--- src/rtl/serial_mag_comparator_if.sv ---
// Handshake and bit-cell bundle between the controlling logic and the
// bit-serial magnitude comparator.
interface serial_mag_comparator_if;
  logic start;
  logic bit_valid;
  logic lt_in;
  logic eq_in;
  logic gt_in;
  logic busy;
  logic done;
  logic L;
  logic E;
  logic G;
  logic err;

  modport master (
    output start, bit_valid, lt_in, eq_in, gt_in,
    input  busy, done, L, E, G, err
  );

  modport slave (
    input  start, bit_valid, lt_in, eq_in, gt_in,
    output busy, done, L, E, G, err
  );
endinterface

--- src/rtl/serial_mag_comparator.sv ---
// Bit-serial magnitude comparator: folds per-bit L/E/G cell outputs, MSB first,
// into a WIDTH-bit L/E/G result with a start/busy/done handshake.
module serial_mag_comparator #(
  parameter int WIDTH = 8
) (
  input logic                    clk,
  input logic                    rst,
  serial_mag_comparator_if.slave bus
);

  localparam int CW = $clog2(WIDTH) + 1;

  typedef enum logic [1:0] {IDLE, RUN, DONE} state_t;

  state_t        state_q;
  logic [CW-1:0] count_q;
  logic          decided_q;
  logic          resGt_q;
  logic          busy_q;
  logic          done_q;
  logic          l_q;
  logic          e_q;
  logic          g_q;
  logic          err_q;

  logic          oneHot;
  logic          decideNow;
  logic          decided_d;
  logic          resGt_d;
  logic [CW-1:0] count_d;
  logic          lastBit;

  // Malformed cell outputs count as "equal", so only a clean lt/gt can decide.
  assign oneHot    = ({bus.lt_in, bus.eq_in, bus.gt_in} == 3'b100) ||
                     ({bus.lt_in, bus.eq_in, bus.gt_in} == 3'b010) ||
                     ({bus.lt_in, bus.eq_in, bus.gt_in} == 3'b001);
  assign decideNow = !decided_q && oneHot && (bus.lt_in || bus.gt_in);
  assign decided_d = decided_q || decideNow;
  assign resGt_d   = decided_q ? resGt_q : bus.gt_in;
  assign count_d   = count_q + CW'(1);
  assign lastBit   = (count_q == CW'(WIDTH - 1));

  always_ff @(posedge clk or posedge rst) begin
    if (rst) begin
      state_q   <= IDLE;
      count_q   <= '0;
      decided_q <= 1'b0;
      resGt_q   <= 1'b0;
      busy_q    <= 1'b0;
      done_q    <= 1'b0;
      l_q       <= 1'b0;
      e_q       <= 1'b0;
      g_q       <= 1'b0;
      err_q     <= 1'b0;
    end else begin
      case (state_q)
        IDLE: begin
          done_q <= 1'b0;
          if (bus.start) begin
            state_q   <= RUN;
            busy_q    <= 1'b1;
            count_q   <= '0;
            decided_q <= 1'b0;
            resGt_q   <= 1'b0;
            l_q       <= 1'b0;
            e_q       <= 1'b0;
            g_q       <= 1'b0;
            err_q     <= 1'b0;
          end
        end
        RUN: begin
          if (bus.bit_valid) begin
            count_q   <= count_d;
            decided_q <= decided_d;
            resGt_q   <= resGt_d;
            if (!oneHot) begin
              err_q <= 1'b1;
            end
            // Result is published on the same edge that takes the last bit.
            if (lastBit) begin
              state_q <= DONE;
              busy_q  <= 1'b0;
              done_q  <= 1'b1;
              l_q     <= decided_d && !resGt_d;
              g_q     <= decided_d && resGt_d;
              e_q     <= !decided_d;
            end
          end
        end
        DONE: begin
          done_q  <= 1'b0;
          state_q <= IDLE;
        end
        default: begin
          state_q <= IDLE;
        end
      endcase
    end
  end

  assign bus.busy = busy_q;
  assign bus.done = done_q;
  assign bus.L    = l_q;
  assign bus.E    = e_q;
  assign bus.G    = g_q;
  assign bus.err  = err_q;

endmodule

--- src/flat_wrapper.sv ---
// flat-port wrapper written by rule: the top's interface ports become plain ports
module serial_mag_comparator_flat 
#(
  parameter int WIDTH = 8
)
  (clk, rst, bus_start, bus_bit_valid, bus_lt_in, bus_eq_in, bus_gt_in, bus_busy, bus_done, bus_L, bus_E, bus_G, bus_err);
  serial_mag_comparator_if bus_i ();
  input logic clk;
  input logic rst;
  input wire logic [$bits(bus_i.start)-1:0] bus_start;
  input wire logic [$bits(bus_i.bit_valid)-1:0] bus_bit_valid;
  input wire logic [$bits(bus_i.lt_in)-1:0] bus_lt_in;
  input wire logic [$bits(bus_i.eq_in)-1:0] bus_eq_in;
  input wire logic [$bits(bus_i.gt_in)-1:0] bus_gt_in;
  output wire logic [$bits(bus_i.busy)-1:0] bus_busy;
  output wire logic [$bits(bus_i.done)-1:0] bus_done;
  output wire logic [$bits(bus_i.L)-1:0] bus_L;
  output wire logic [$bits(bus_i.E)-1:0] bus_E;
  output wire logic [$bits(bus_i.G)-1:0] bus_G;
  output wire logic [$bits(bus_i.err)-1:0] bus_err;
  assign bus_i.start = bus_start;
  assign bus_i.bit_valid = bus_bit_valid;
  assign bus_i.lt_in = bus_lt_in;
  assign bus_i.eq_in = bus_eq_in;
  assign bus_i.gt_in = bus_gt_in;
  assign bus_busy = bus_i.busy;
  assign bus_done = bus_i.done;
  assign bus_L = bus_i.L;
  assign bus_E = bus_i.E;
  assign bus_G = bus_i.G;
  assign bus_err = bus_i.err;
  serial_mag_comparator #(.WIDTH(WIDTH)) u_core (.clk(clk), .rst(rst), .bus(bus_i));
endmodule
--- config.mk ---
export PLATFORM = sky130hd
export DESIGN_NAME = serial_mag_comparator_flat
export DESIGN_NICKNAME = d
export VERILOG_FILES = /design/src/rtl/serial_mag_comparator_if.sv /design/src/rtl/serial_mag_comparator.sv /design/src/flat_wrapper.sv
export SDC_FILE = /design/constraint.sdc
export NUM_CORES = 1
export LEC_CHECK = 0
export BUFFER_PORTS_ARGS = -buffer_cell sky130_fd_sc_hd__buf_2
export CORE_UTILIZATION = 35
export DETAILED_ROUTE_END_ITERATION = 16
export PLACE_DENSITY = 0.6
export SYNTH_ARGS = -nofsm -noshare
export SYNTH_HDL_FRONTEND = slang
export SYNTH_SLANG_ARGS = --single-unit
--- constraint.sdc ---
create_clock -name clk -period 1.7 [get_ports clk]
set_clock_uncertainty 0.15 [all_clocks]
set_input_delay 0.085 -clock clk [delete_from_list [all_inputs] [get_ports clk]]
set_output_delay 0.085 -clock clk [all_outputs]
set_load 0.1 [all_outputs]
[After elaboration in Yosys (flattened, before gate mapping)]
Cells that the tools add are included.
Word-level totals
  output and inout port bits: 6
  input port bits: 7
  latch bits: 0
  flip-flop bits (word level): 14
  word-level logic and storage cells: 73
  memories: 0
  memory bits (writable): 0
  ROM bits: 0
Cells by class
  bitwise operators: 0
  $add $sub $neg: 1
  shift operators: 0
  multipliers: 0
  magnitude comparators: 0
  div/mod/pow operators: 0
  reductions and logical operators: 20
  eq/ne operators: 10
  mux-type cells: 32
Operator list (count)
  two-way mux 1 bit: 17
  one-hot mux 1 bit (2 select lines): 8
  AND reduction 3 bit: 3
  two-way mux 4 bit: 2
  one-hot mux 4 bit (2 select lines): 1
  AND reduction 4 bit: 2
  two-way mux 2 bit: 3
  inequality test 2 bit (second input constant): 3
  adder 4 x 1 -> 4 bit (second input constant): 1
  == test 4 x 3 -> 1 bit (second input constant): 1
  logical AND 1 bit: 4
  logical OR 1 bit: 4
  one-hot mux 2 bit (2 select lines): 1
  nonzero test 2 bit: 2
  == test 3 x 1 -> 1 bit (second input constant): 1
  == test 3 x 2 -> 1 bit (second input constant): 1
  == test 3 bit (second input constant): 1
  zero test 1 bit: 3
  == test 2 x 1 -> 1 bit (second input constant): 1
  == test 2 bit (second input constant): 1
  zero test 2 bit: 1
  inequality test 2 x 1 -> 1 bit (second input constant): 1
  OR reduction 2 bit: 1

[Longest topological paths before layout]
  word-level depth: 10
  mapped depth: 4
  depth with buffers taken out: 4

[Least setup slack after synthesis]
No wires, ideal clock.
  kind: reg-to-reg
  start: register u_core.count_q[0]
  end: register u_core.count_q[2]
  period minus slack after synthesis: 1.407 ns
  arrival: 1.136 ns
  path slack: 0.293 ns
  stages on the path, launching flop included: 5
  cell sequence: dfrtp_1 > ha_1 > nand2_1 > mux2_2 > a22o_1
On the way
  longest elaborated chain between the ends: 3
RTL lines
  from (decl): RTL line serial_mag_comparator.sv:16  | logic [CW-1:0] count_q;
  from (signal assigned): RTL line serial_mag_comparator.sv:73  | count_q <= count_d;
  adder 4 x 1 -> 4 bit: RTL line serial_mag_comparator.sv:40  | assign count_d = count_q + CW'(1);
  two-way mux 4 bit: RTL line serial_mag_comparator.sv:72  | if (bus.bit_valid) begin
  one-hot mux 4 bit (2 select lines): RTL line serial_mag_comparator.sv:56  | case (state_q)
No other way between the ends. The select of a mux whose other input is x is not followed.
A chain may end at the register's enable or synchronous reset.

[Worst setup path in the final report]
  start: register u_core.state_q[0]
  end: register u_core.l_q, in the netlist u_core.bus.L
On the way
  longest elaborated chain between the ends: 3
  elaborated cells between the ends (all ways): 8
  classes of those cells: eq/ne: 4; mux: 1; reduce/logical: 3
RTL lines
  from (decl): RTL line serial_mag_comparator.sv:15  | state_t state_q;
  from (signal assigned): RTL line serial_mag_comparator.sv:45  | state_q <= IDLE;
  from (signal assigned): RTL line serial_mag_comparator.sv:60  | state_q <= RUN;
  from (signal assigned): RTL line serial_mag_comparator.sv:81  | state_q <= DONE;
  == test 2 x 1 -> 1 bit / zero test 2 bit (equally long branches): RTL line serial_mag_comparator.sv:56
  inequality test 2 x 1 -> 1 bit (no line), or another cell as far along
  AND reduction 4 bit (no line)
  to (signal assigned): RTL line serial_mag_comparator.sv:84  | l_q <= decided_d && !resGt_d;
  to (decl): RTL line serial_mag_comparator.sv:21  | logic l_q;
Parallel ways exist; a longest one is shown, timed or not.

==> results.sh <==
export IMPL_required_ns=1.75
export IMPL_relSlewSlack_pct=64.6
export IMPL_hold_ws_ns=0.0236
export IMPL_rows=15
export IMPL_wirelength_mm=1.34
export IMPL_die_x_um=46.5
export IMPL_grt_overflow=0
export IMPL_synth_fa_ha_area_share_pct=1.81
export IMPL_synthXorXnorAreaFrac_pct=1.27
export IMPL_wl_per_cell_um=12.4
export IMPL_grt_use_total_pct=14.8
export IMPL_synth_top_family_by_area="simple AND/OR/NAND/NOR gates"
export IMPL_synth_most_common_cell="dfrtp_1"
export IMPL_synth_area_um2=692
export IMPL_drc=0
export IMPL_fin_util_pct=47.0
export IMPL_postCtsSetupRepairBufs=0
export IMPL_cts_root_buf="clkbuf_4"
export IMPL_netlist_top_cells_area="dfrtp_1 (51%), mux2i_1 (4.3%), nand2_1 (3.8%), a21oi_1 (2.9%), o21ai_0 (2.9%)"
export IMPL_cts_tree="yes"
export IMPL_die_y_um=46.5
export IMPL_hold_class="in -> reg"
export IMPL_clk_pin_slew_ns=0.08
export IMPL_grt_max_degree=15
export IMPL_rsz0062_at_grt="no"
export IMPL_period_minus_slack_ns=1.50
export IMPL_worstHoldStart="bus_start"
export IMPL_avgSynthCellArea_um2=10.6
export IMPL_crit_path_start_kind="flip-flop"
export IMPL_ant_nets=0
export IMPL_hpwl_um=961
export IMPL_io_pin_count=13
export IMPL_finalInstanceArea_um2=838
export IMPL_num_antenna_cells=0
export IMPL_fp_dieArea_um2=2160
export IMPL_cts_max_level=1
export IMPL_synth_net_count=73
export IMPL_fin_crit_sh_pct=88.3
export IMPL_grt_pass1_vias=491
export IMPL_use_met1_pct=19.9
export IMPL_synth_mux_area_fraction_pct=5.97
export IMPL_synth_edf_count=0
export IMPL_drv_slew=0
export IMPL_numCtsBuffers=3
export IMPL_timing_rr_start="u_core.state_q[0]"
export IMPL_insertion_delay_ns=0.27
export IMPL_synth_seq_cells=14
export IMPL_finalHoldViolCount=0
export IMPL_grt_pass1_wl_mm=2.15
export IMPL_gp_congestion=0.757
export IMPL_globalRouteMet3Util_pct=5.88
export IMPL_synthArstFlopShare_pct=100
export IMPL_reg2reg_depth=3
export IMPL_antenna_found_initial=0
export IMPL_crit_fanout=12
export IMPL_setup_slack_ns=0.200
export IMPL_fmax_mhz=666
export IMPL_holdPathEnd="u_core.decided_q"
export IMPL_drive_gt1_share_pct=22.9
export IMPL_cts_sinks=14
export IMPL_place_ws_ns=0.238
export IMPL_end_kind="flip-flop"
export IMPL_reg2reg_slack_ns=0.20
export IMPL_core_area_um2=1780
export IMPL_drt_iter0_drc=7
export IMPL_synthSimpleGateAreaFrac_pct=19.5
export IMPL_synth_ff_type="dfrtp_1"
export IMPL_area_growth_pct=21.2
export IMPL_cts_repair_resize_count=0
export IMPL_cts_hold_buf=4
export IMPL_synthCells=65
export IMPL_hold_depth=4
export IMPL_io_buffers=12
export IMPL_synth_compound_area_share_pct=17.0
export IMPL_use_met2_pct=21.4
export IMPL_ir_worst_vdd_mv=0.994
export IMPL_synth_seq_area_share_pct=50.6
export IMPL_routed_via_count=549
export IMPL_drv_cap=0
export IMPL_yosysWarnings=0
export IMPL_synth_common_cells="dfrtp_1 (14), nand2_1 (7), inv_1 (5)"
export IMPL_worstSetupPathType="reg -> reg"
export IMPL_initial_utilization_pct=38.8
export IMPL_fin_setup_tns_ns=0
export IMPL_p_leak_nw=0.405
export IMPL_layout_nets=93
export IMPL_power_density_nw_per_um2=1970
export IMPL_drt_pass1_iter_count=2
export IMPL_worstReg2RegEnd="u_core.bus.L"
export IMPL_synth_top_area_cell="dfrtp_1"
export IMPL_worst_ep_arrival_time_ns=1.55
export IMPL_finalSetupViolations=0
export IMPL_synthDistinctLibCells=30
export IMPL_netlist_area_leader_share_pct=50.6
export IMPL_status="finished clean"
export IMPL_viasPerCell=5.08
export IMPL_clock_path_buffers=2
export IMPL_dpl_cell_area_um2=776
export IMPL_worst_slew_pin_slew_ns=0.530
export IMPL_grt_busiest_layer="met2"
[how the worst max path moves through the flow]
stage | from | endpoint | slack (ns) | cells after the start
after floorplan | u_core.count_q[0] | u_core.count_q[2] | 0.29 | 4
after global placement | u_core.count_q[0] | u_core.count_q[2] | 0.24 | 4
after detailed placement | u_core.state_q[0] | u_core.bus.L | 0.24 | 3
after CTS | u_core.count_q[0] | u_core.bus.L | 0.22 | 4
after global routing | u_core.state_q[0] | u_core.bus.L | 0.12 | 3
final | u_core.state_q[0] | u_core.bus.L | 0.20 | 3
[registers in the layout, indices dropped and copies added, names as in the netlist]
register,flops
u_core.bus.done,1
u_core.resGt_q,1
u_core.state_q,2
u_core.bus.err,1
u_core.bus.busy,1
u_core.count_q,4
u_core.bus.L,1
u_core.bus.G,1
u_core.bus.E,1
u_core.decided_q,1
[kinds of logic after synthesis]
group	count (synthesis)
compound gates	17
xor+xnor	1
fa+ha+maj	1
buf+inv	6
flops	14
mux	4
simple gates	22
[per-layer routing]
metal  wire, um  vias to the layer above  share of wire (%)
li1           -                      277                  -
met5          0                        -                  0
met2        561                       13                 42
met4         27                        0                2.0
met1        702                      255                 52
met3         53                        4                3.9
[layout make-up]
type | instances | area, um2
Clock buffer | 3 | 22.5
Inverter | 5 | 18.8
Tap cell | 25 | 31.3
Sequential cell | 14 | 350
Multi-Input combinational cell | 45 | 315
Timing Repair Buffer | 16 | 100
Fill cell | 173 | 945
[where the power goes]
group	internal, mW	switching [mW]	total [mW]	leakage (nW)
clock	0.0820	0.102	0.184	0.0138
sequential	0.472	0.133	0.605	0.170
combinational	0.212	0.648	0.861	0.221
total	0.767	0.884	1.65	0.405
[critical path, stage by stage (launching register included)]
cell and delay, ns:
dfrtp_1 0.56, nand2b_1 0.16, nor2_2 0.32, mux2i_1 0.24
[stage by stage]
stage	power [mW]	instances
after floorplan	1.32	65
after global placement	1.47	101
after detailed placement	1.47	101
after CTS	1.67	108
after global routing	1.75	108
final	1.65	108
[placed cells by master, fill, tap and decap left out, drive strengths merged, types with 2 or more instances in the layout]
| master | n |
|---|---|
| dfrtp | 14 |
| buf | 12 |
| nand2 | 7 |
| inv | 5 |
| a21oi | 4 |
| o21ai | 4 |
| dlygate4sd3 | 4 |
| mux2i | 3 |
| clkbuf | 3 |
| nor2 | 3 |
| nand2b | 2 |
| nor4b | 2 |
| o31ai | 2 |
| nand4b | 2 |
(Power assumes the default switching activity.)
